File: config.mk
export PLATFORM = sky130hd
export DESIGN_NAME = superh16_branch_recovery_ctrl
export DESIGN_NICKNAME = d
export VERILOG_FILES = /design/src/rtl/superh16_branch_recovery_ctrl.sv
export SDC_FILE = /design/constraint.sdc
export NUM_CORES = 1
export LEC_CHECK = 0
export CAP_MARGIN = 30
export CELL_PAD_IN_SITES_DETAIL_PLACEMENT = 0
export CELL_PAD_IN_SITES_GLOBAL_PLACEMENT = 1
export CORE_MARGIN = 1.5
export CORE_UTILIZATION = 37
export CTS_BUF_LIST = sky130_fd_sc_hd__clkbuf_2
export DETAILED_ROUTE_END_ITERATION = 8
export PLACE_DENSITY = 0.85
export SLEW_MARGIN = 25
export SYNTH_ARGS = -nofsm -noshare
export SYNTH_HDL_FRONTEND = slang
export SYNTH_SLANG_ARGS = --single-unit
File: constraint.sdc
create_clock -name clk -period 4 [get_ports clk]
set_clock_uncertainty 0.2 [all_clocks]
set_input_delay 0.4 -clock clk [delete_from_list [all_inputs] [get_ports clk]]
set_output_delay 0.4 -clock clk [all_outputs]
set_load 0.05 [all_outputs]
File: src/rtl/superh16_branch_recovery_ctrl.sv
// Misprediction recovery sequencer: picks the oldest mispredicted branch by ROB age,
// then drives flush, rename restore and fetch redirect in order, with preemption by older branches.
module superh16_branch_recovery_ctrl #(
  parameter int unsigned NUM_BR_UNITS = 2,
  parameter int unsigned ROB_IDX_BITS = 9,
  parameter int unsigned VADDR_WIDTH  = 64,
  parameter int unsigned CNT_WIDTH    = 32
) (
  input  logic                                  clk,
  input  logic                                  rst_n,
  input  logic [NUM_BR_UNITS-1:0]               br_resolved,
  input  logic [NUM_BR_UNITS-1:0]               br_mispredicted,
  input  logic [NUM_BR_UNITS*ROB_IDX_BITS-1:0]  br_rob_idx,
  input  logic [NUM_BR_UNITS*VADDR_WIDTH-1:0]   br_target,
  input  logic [ROB_IDX_BITS-1:0]               rob_head_idx,
  output logic                                  flush_valid,
  output logic [ROB_IDX_BITS-1:0]               flush_rob_idx,
  output logic                                  recover_req,
  input  logic                                  recover_done,
  output logic                                  redirect_valid,
  output logic [VADDR_WIDTH-1:0]                redirect_pc,
  input  logic                                  fetch_ready,
  output logic                                  stall_issue,
  output logic [CNT_WIDTH-1:0]                  mispredict_count
);

  typedef enum logic [1:0] {
    S_IDLE     = 2'd0,
    S_FLUSH    = 2'd1,
    S_RECOVER  = 2'd2,
    S_REDIRECT = 2'd3
  } state_e;

  state_e                  state_q, state_d;
  logic [ROB_IDX_BITS-1:0] cur_idx_q, cur_idx_d;
  logic [VADDR_WIDTH-1:0]  cur_pc_q, cur_pc_d;
  logic [CNT_WIDTH-1:0]    cnt_q, cnt_d;
  logic                    flush_valid_q;
  logic                    recover_req_q;
  logic                    redirect_valid_q;
  logic [VADDR_WIDTH-1:0]  redirect_pc_q;
  logic                    stall_issue_q;

  logic                    win_valid;
  logic [ROB_IDX_BITS-1:0] win_idx;
  logic [ROB_IDX_BITS-1:0] win_age;
  logic [VADDR_WIDTH-1:0]  win_pc;
  logic [ROB_IDX_BITS-1:0] cand_idx;
  logic [ROB_IDX_BITS-1:0] cand_age;
  logic [ROB_IDX_BITS-1:0] cur_age;
  logic                    preempt;
  logic                    accept;

  // Oldest-candidate select; modular age handles ROB wrap, strict < gives ties to the lower unit.
  always_comb begin
    win_valid = 1'b0;
    win_idx   = '0;
    win_age   = '0;
    win_pc    = '0;
    cand_idx  = '0;
    cand_age  = '0;
    for (int unsigned i = 0; i < NUM_BR_UNITS; i++) begin
      cand_idx = br_rob_idx[i*ROB_IDX_BITS +: ROB_IDX_BITS];
      cand_age = cand_idx - rob_head_idx;
      if (br_resolved[i] && br_mispredicted[i] && (!win_valid || (cand_age < win_age))) begin
        win_valid = 1'b1;
        win_idx   = cand_idx;
        win_age   = cand_age;
        win_pc    = br_target[i*VADDR_WIDTH +: VADDR_WIDTH];
      end
    end
  end

  assign cur_age = cur_idx_q - rob_head_idx;
  assign preempt = (state_q != S_IDLE) && win_valid && (win_age < cur_age);

  // Next-state; a preemption overrides any handshake completing in the same cycle.
  always_comb begin
    state_d = state_q;
    accept  = 1'b0;
    case (state_q)
      S_IDLE: begin
        if (win_valid) begin
          accept  = 1'b1;
          state_d = S_FLUSH;
        end
      end
      S_FLUSH:    state_d = S_RECOVER;
      S_RECOVER:  if (recover_done) state_d = S_REDIRECT;
      S_REDIRECT: if (fetch_ready) state_d = S_IDLE;
      default:    state_d = S_IDLE;
    endcase
    if (preempt) begin
      accept  = 1'b1;
      state_d = S_FLUSH;
    end
  end

  // Latched recovery target and saturating counter.
  always_comb begin
    cur_idx_d = cur_idx_q;
    cur_pc_d  = cur_pc_q;
    cnt_d     = cnt_q;
    if (accept) begin
      cur_idx_d = win_idx;
      cur_pc_d  = win_pc;
      if (cnt_q != {CNT_WIDTH{1'b1}}) begin
        cnt_d = cnt_q + CNT_WIDTH'(1);
      end
    end
  end

  // Outputs are registered decodes of the next state so they line up with the state register.
  always_ff @(posedge clk or negedge rst_n) begin
    if (!rst_n) begin
      state_q          <= S_IDLE;
      cur_idx_q        <= '0;
      cur_pc_q         <= '0;
      cnt_q            <= '0;
      flush_valid_q    <= 1'b0;
      recover_req_q    <= 1'b0;
      redirect_valid_q <= 1'b0;
      redirect_pc_q    <= '0;
      stall_issue_q    <= 1'b0;
    end else begin
      state_q          <= state_d;
      cur_idx_q        <= cur_idx_d;
      cur_pc_q         <= cur_pc_d;
      cnt_q            <= cnt_d;
      flush_valid_q    <= (state_d == S_FLUSH);
      recover_req_q    <= (state_d == S_RECOVER);
      redirect_valid_q <= (state_d == S_REDIRECT);
      stall_issue_q    <= (state_d != S_IDLE);
      if (state_d == S_REDIRECT) begin
        redirect_pc_q <= cur_pc_d;
      end
    end
  end

  assign flush_valid      = flush_valid_q;
  assign flush_rob_idx    = cur_idx_q;
  assign recover_req      = recover_req_q;
  assign redirect_valid   = redirect_valid_q;
  assign redirect_pc      = redirect_pc_q;
  assign stall_issue      = stall_issue_q;
  assign mispredict_count = cnt_q;

endmodule

# Yosys cells after proc, flatten, opt, wreduce, memory -nomap -nowiden

Cells that the tools add are included.

Flip-flop bits (word level): 175
Output and inout bits: 109

Add/sub/neg operators: 4
Magnitude comparators: 2
Equality and inequality tests: 7
Multiplexer cells: 17
Reductions and logical operators: 11

Operator list:

| kind                  | count |
|---|---|
| $mux 64               | 3 |
| $mux 9                | 4 |
| $add 32x1->32 const B | 1 |
| $ne 32x32->1 const B  | 1 |
| $sub 9x9->9           | 3 |
| $lt 9x9->1            | 2 |
| $eq 2x2->1 const B    | 4 |
| $mux 2                | 4 |
| $pmux 2 s4            | 1 |
| $logic_and 1x1->1     | 5 |
| $mux 1                | 5 |
| $eq 2x1->1 const B    | 2 |
| $reduce_bool 2->1     | 2 |
| $logic_not 2->1       | 1 |
| $reduce_and 2->1      | 1 |
| $logic_not 1->1       | 1 |
| $logic_or 1x1->1      | 1 |

# Depth between registers and ports, before layout

Depth after elaboration: 10
Gate-level depth with buffers: 31

# Worst setup path before layout

No wires, ideal clock.

Kind: input to register
Start: input port br_rob_idx[9]
End: register cur_idx_q[5] (netlist: flush_rob_idx[5])
Arrival: 5,431 ps
Required time: 3,718 ps
Path slack: -1,713 ps
Stages: 30
Buffers on the path: 5
Cells stage by stage: inv_1 -> ha_1 -> inv_1 -> fa_1 -> a21o_1 -> a21oi_1 -> o21bai_1 -> a2111oi_0 -> nor2_1 -> xor2_1 -> inv_1 -> ha_1 -> o21ai_0 -> o2111ai_1 -> a21o_1 -> buf_2 -> nand2_1 -> clkbuf_1 -> clkbuf_1 -> o21ai_0 -> ha_1 -> a21oi_1 -> nor2b_1 -> o21ai_0 -> nand3_1 -> o221ai_2 -> buf_4 -> buf_2 -> nor2_1 -> a31oi_1

Longest elaborated chain between the ends: 8
Elaborated cells between the ends (all ways): 13
Classes of those cells: 1 x add/sub; 2 x order compare; 6 x mux; 4 x reduce/logical

RTL lines:

| what                                               | line   | source |
|---|---|---|
| start, declared                                    | 13     | `input logic [NUM_BR_UNITS*ROB_IDX_BITS-1:0] br_rob_idx,` |
| $sub 9x9->9 (*)                                    | 64     | `cand_age = cand_idx - rob_head_idx;` |
| $lt 9x9->1                                         | 65     | `if (br_resolved[i] && br_mispredicted[i] && (!win_valid \|\| (cand_age < win_age))) begin` |
| $logic_or 1x1->1                                   | 65     |  |
| $logic_and 1x1->1                                  | 65     |  |
| $mux 9 / $mux 1 (equally long branches)            | 65     |  |
| $lt 9x9->1, or another cell as far along           | 75     | `assign preempt = (state_q != S_IDLE) && win_valid && (win_age < cur_age);` |
| $logic_and 1x1->1 / $mux 1 (equally long branches) | 75, 81 |  |
| $mux 1                                             | 93     | `if (preempt) begin` |
| end signal, assigned                               | 127    | `cur_idx_q <= cur_idx_d;` |
| end, declared                                      | 35     | `logic [ROB_IDX_BITS-1:0] cur_idx_q, cur_idx_d;` |

Mark *: on every way between the ends. The rest lies on a longest branch, timed or not.
A chain may end at the register's enable or synchronous reset.

# Worst setup path in the final report

Start: input port br_rob_idx[9]
End: register redirect_pc_q[23] (netlist: redirect_pc[23])

Longest elaborated chain between the ends: 9
Elaborated cells between the ends (all ways): 18
Classes of those cells: 1 x add/sub; 2 x order compare; 1 x eq/ne; 10 x mux; 4 x reduce/logical

RTL lines:

| what                                            | line     | source |
|---|---|---|
| $sub 9x9->9 (*)                                 | 64       |  |
| $lt 9x9->1                                      | 65       |  |
| $logic_or 1x1->1                                | 65       |  |
| $logic_and 1x1->1                               | 65       |  |
| $mux 9 / $mux 1 (equally long branches)         | 65       |  |
| $lt 9x9->1, or another cell as far along        | 75       |  |
| $logic_and 1x1->1, or another cell as far along | 75       |  |
| $mux 2 / $mux 1 (equally long branches)         | 93       |  |
| $eq 2x2->1 / $mux 64 (equally long branches)    | 134, 104 |  |
| end signal, assigned                            | 135      | `redirect_pc_q <= cur_pc_d;` |
| end, declared                                   | 41       | `logic [VADDR_WIDTH-1:0] redirect_pc_q;` |

Marked as above.

==> results.toml <==
[run_status]
outcome = "complete, but fails checks"
violations = "setup timing"

[placement]
gp_congestion = 0.864
io_buffers = 271
postPlaceCellArea_um2 = 13000
hpwl_um = 20200

[pwr]
ir_drop_mv = 0.452
power.leakage_nw = 7.39
power_mw = 12.3
p_per_area_nw_per_um2 = 751

[yosys]
ys_top_cells_by_area = "dfrtp_1 (48%), mux2i_1 (7.5%), ha_1 (5.6%)"
synth_top_area_cell = "dfrtp_1"
async_flop_share_pct = 100
ys_warn_count = 0
netlist_area_um2 = 9180
synth_top_area_share_pct = 47.7
synth-seq-cells = 175
ys_types = 50
synth_edf_count = 0
syn-num-nets = 1181
synth_ff_type = "dfrtp_1"
synthCells = 974
avgSynthCellArea_um2 = 9.43
ys_seq_area_share_pct = 47.7

[grt]
use_met3_pct = 4.05
use_met2_pct = 44.0
grt.total_usage_pct = 25.4
antenna_found_initial = 2
use_met1_pct = 31.4
grt_pass1_vias = 9875
grt_pass1_wl_um = 51800
grt_overflow = 0
grt.busiest_layer = "met2"
grt_max_degree = 91

[route]
drt_iter0_drc = 603
drt-total-wl_um = 33300
drc = 0
routed_via_density = 5.11
ant_nets = 0
drtPass1Iterations = 5
vias = 9385
post_drt_wl_per_cell_um = 18.1

[floorplan]
die_w_um = 161
row_count = 57
die_h_um = 161
start_util_pct = 37.8
ioPinCount = 272
dieArea_um2 = 25800
core_um2 = 24300

[final_layout]
seqCellArea_um2 = 4380
nNetsFinal = 1705
final_util_pct = 67.3
final_area_um2 = 16400
multi_input_area_um2 = 5210
fillers = 1796
syn_to_final_growth_pct = 78.3
drive_gt1_share_pct = 23.2

[timing]
fin_crit_sh_pct = 120
timing.fmax_mhz = 209
max_slew.worst_pin.slew_ns = 0.870
slew_headroom_pct = 42.0
finalSetupViolations = 175
setup_tns_ns = -116.51
setup_slack_ns = -0.782
timing.hold.ws_ns = 0.0406
hold_viol_final = 0
min_period_ns = 4.78
rsz0062_at_grt = "true"
slew_violations = 0

[worst_setup_path]
crit_path_start_kind = "primary input"
worstSetupPathType = "primary input to flip-flop"
cpMaxStageDelayCell = "fa_2"
max_stage_delay_ns = 0.35
end_kind = "flip-flop"
worst_ep_arrival_time_ns = 5.26
critPathMaxFanout = 8
crit_required_ns = 4.48
crit_buf_inv = 8
crit_family = "compound AO/OA/AOI/OAI gates"

[clock_network]
path_clk_slew_ns = 0.27
numCtsBuffers = 17
cts_tree = "built"
cts_sinks = 175
cts_root_buf = "clkbuf_2"
htreeDepth = 4
clk_latency_ns = 0.76
cts_buffer_depth = 2

[worst_hold_path]
hold_path.class = "primary input to asynchronous set/reset pin"

[flow_run]
cap_viol_max_count = 0
placed cells by master, fill, tap and decap left out, drive strengths merged, types with 41 or more instances in the layout:
cell / netlist / routed
dlygate4sd3: 0 / 133
ha: 41 / 41
a31oi: 71 / 71
mux2i: 69 / 69
clkdlybuf4s50: 0 / 259
nand2: 90 / 90
inv: 96 / 102
dfrtp: 175 / 175
buf: 30 / 159
nor2: 92 / 92
xnor2: 42 / 42
nand3: 91 / 91
kinds of logic after synthesis:
kind of cell,share of synthesized area (%)
AO/OA/AOI/OAI,9.35
XOR/XNOR,4.48
adder cells (fa/ha/maj),6.24
buffers and inverters,6.96
flip-flops,47.7
multiplexers,7.64
AND/OR/NAND/NOR,17.6
layer usage:
metal	wire length, um	vias to the layer above
met1	13600	4569
met3	1760	78
met4	1150	0
li1	-	4395
met5	0	-
met2	16800	343
cells in the mapped netlist (4+ instances only):
cell type  instances
and2_1             4
xor2_1             5
a21oi_1           22
nor3_1             7
nand3_1           91
mux2i_1           69
a21o_1             4
nand4_1           20
buf_4             11
and3_1            21
dfrtp_1          175
nor2b_1            6
inv_1             95
buf_2             19
xnor2_1           42
a31oi_1           71
nor2_1            92
o21ai_0           18
ha_1              41
clkbuf_1          27
nand2_1           90
flip-flops by register name, indices dropped and copies added, names as in the netlist:
register / cells
cur_pc_q: 64
redirect_pc: 64
mispredict_count: 32
flush_rob_idx: 9
state_q: 2
flush_valid: 1
recover_req: 1
redirect_valid: 1
stall_issue: 1
power breakdown:
group	leakage (nW)	switching, mW	internal (mW)
combinational	5.22	4.49	3.85
sequential	2.04	0.510	2.53
clock	0.126	0.723	0.198
total	7.39	5.73	6.57
area by class of cell:
class	instances	area share, %
Tap cell	324	2.48
Timing Repair Buffer	562	35.3
Clock inverter	13	0.779
Sequential cell	175	26.7
Antenna cell	2	0.0306
Inverter	96	2.31
Clock buffer	19	0.581
Multi-Input combinational cell	646	31.8
path summary, 6_finish.rpt:
kind                                                  startpoint                                to  slack, ns  cells past startpoint
worst max-delay path                               br_rob_idx[9]       redirect_pc[23]$_DFFE_PN0N_      -0.78                     29
worst min-delay path                                       rst_n       redirect_pc[25]$_DFFE_PN0N_       0.04                      2
worst max register to register      flush_rob_idx[0]$_DFFE_PN0P_       redirect_pc[23]$_DFFE_PN0N_      -0.29                     21
worst min register to register  mispredict_count[27]$_DFFE_PN0P_  mispredict_count[27]$_DFFE_PN0P_       0.32                      1
max in group asynchronous                                  rst_n       redirect_pc[16]$_DFFE_PN0N_       2.66                      3
min in group clk                                   br_rob_idx[5]      flush_rob_idx[5]$_DFFE_PN0P_       0.06                      3
timing repair:
| action | 4_1_cts | 5_1_grt |
|---|---|---|
| hold buffers | 132 | 1 |
| buffers inserted | 41 | 16 |
| setup endpoints to repair | 175 | 175 |
| gates resized for setup | 174 | 128 |
| gates cloned | 12 | 4 |
| pin swaps | 38 | 44 |
| hold endpoints to repair | 157 | 1 |
worst register-to-register path: cells and delay by family, from the launching register on:
family | cells | cell delay (ns)
AO/OA/AOI/OAI | 5 | 1.09
XOR/XNOR | 1 | 0.16
adder cells (fa/ha/maj) | 3 | 0.83
buffers and inverters | 5 | 0.59
flip-flops | 1 | 0.47
multiplexers | 1 | 0.18
AND/OR/NAND/NOR | 6 | 0.68
through the flow:
stage               cells  worst slack [ns]
floorplan             974             -1.10
global placement     1610             -1.96
detailed placement   1610             -2.05
CTS                  1826            -0.652
global route         1837            -0.946
finish               1837            -0.782
Power figures use the tool's default switching activity.
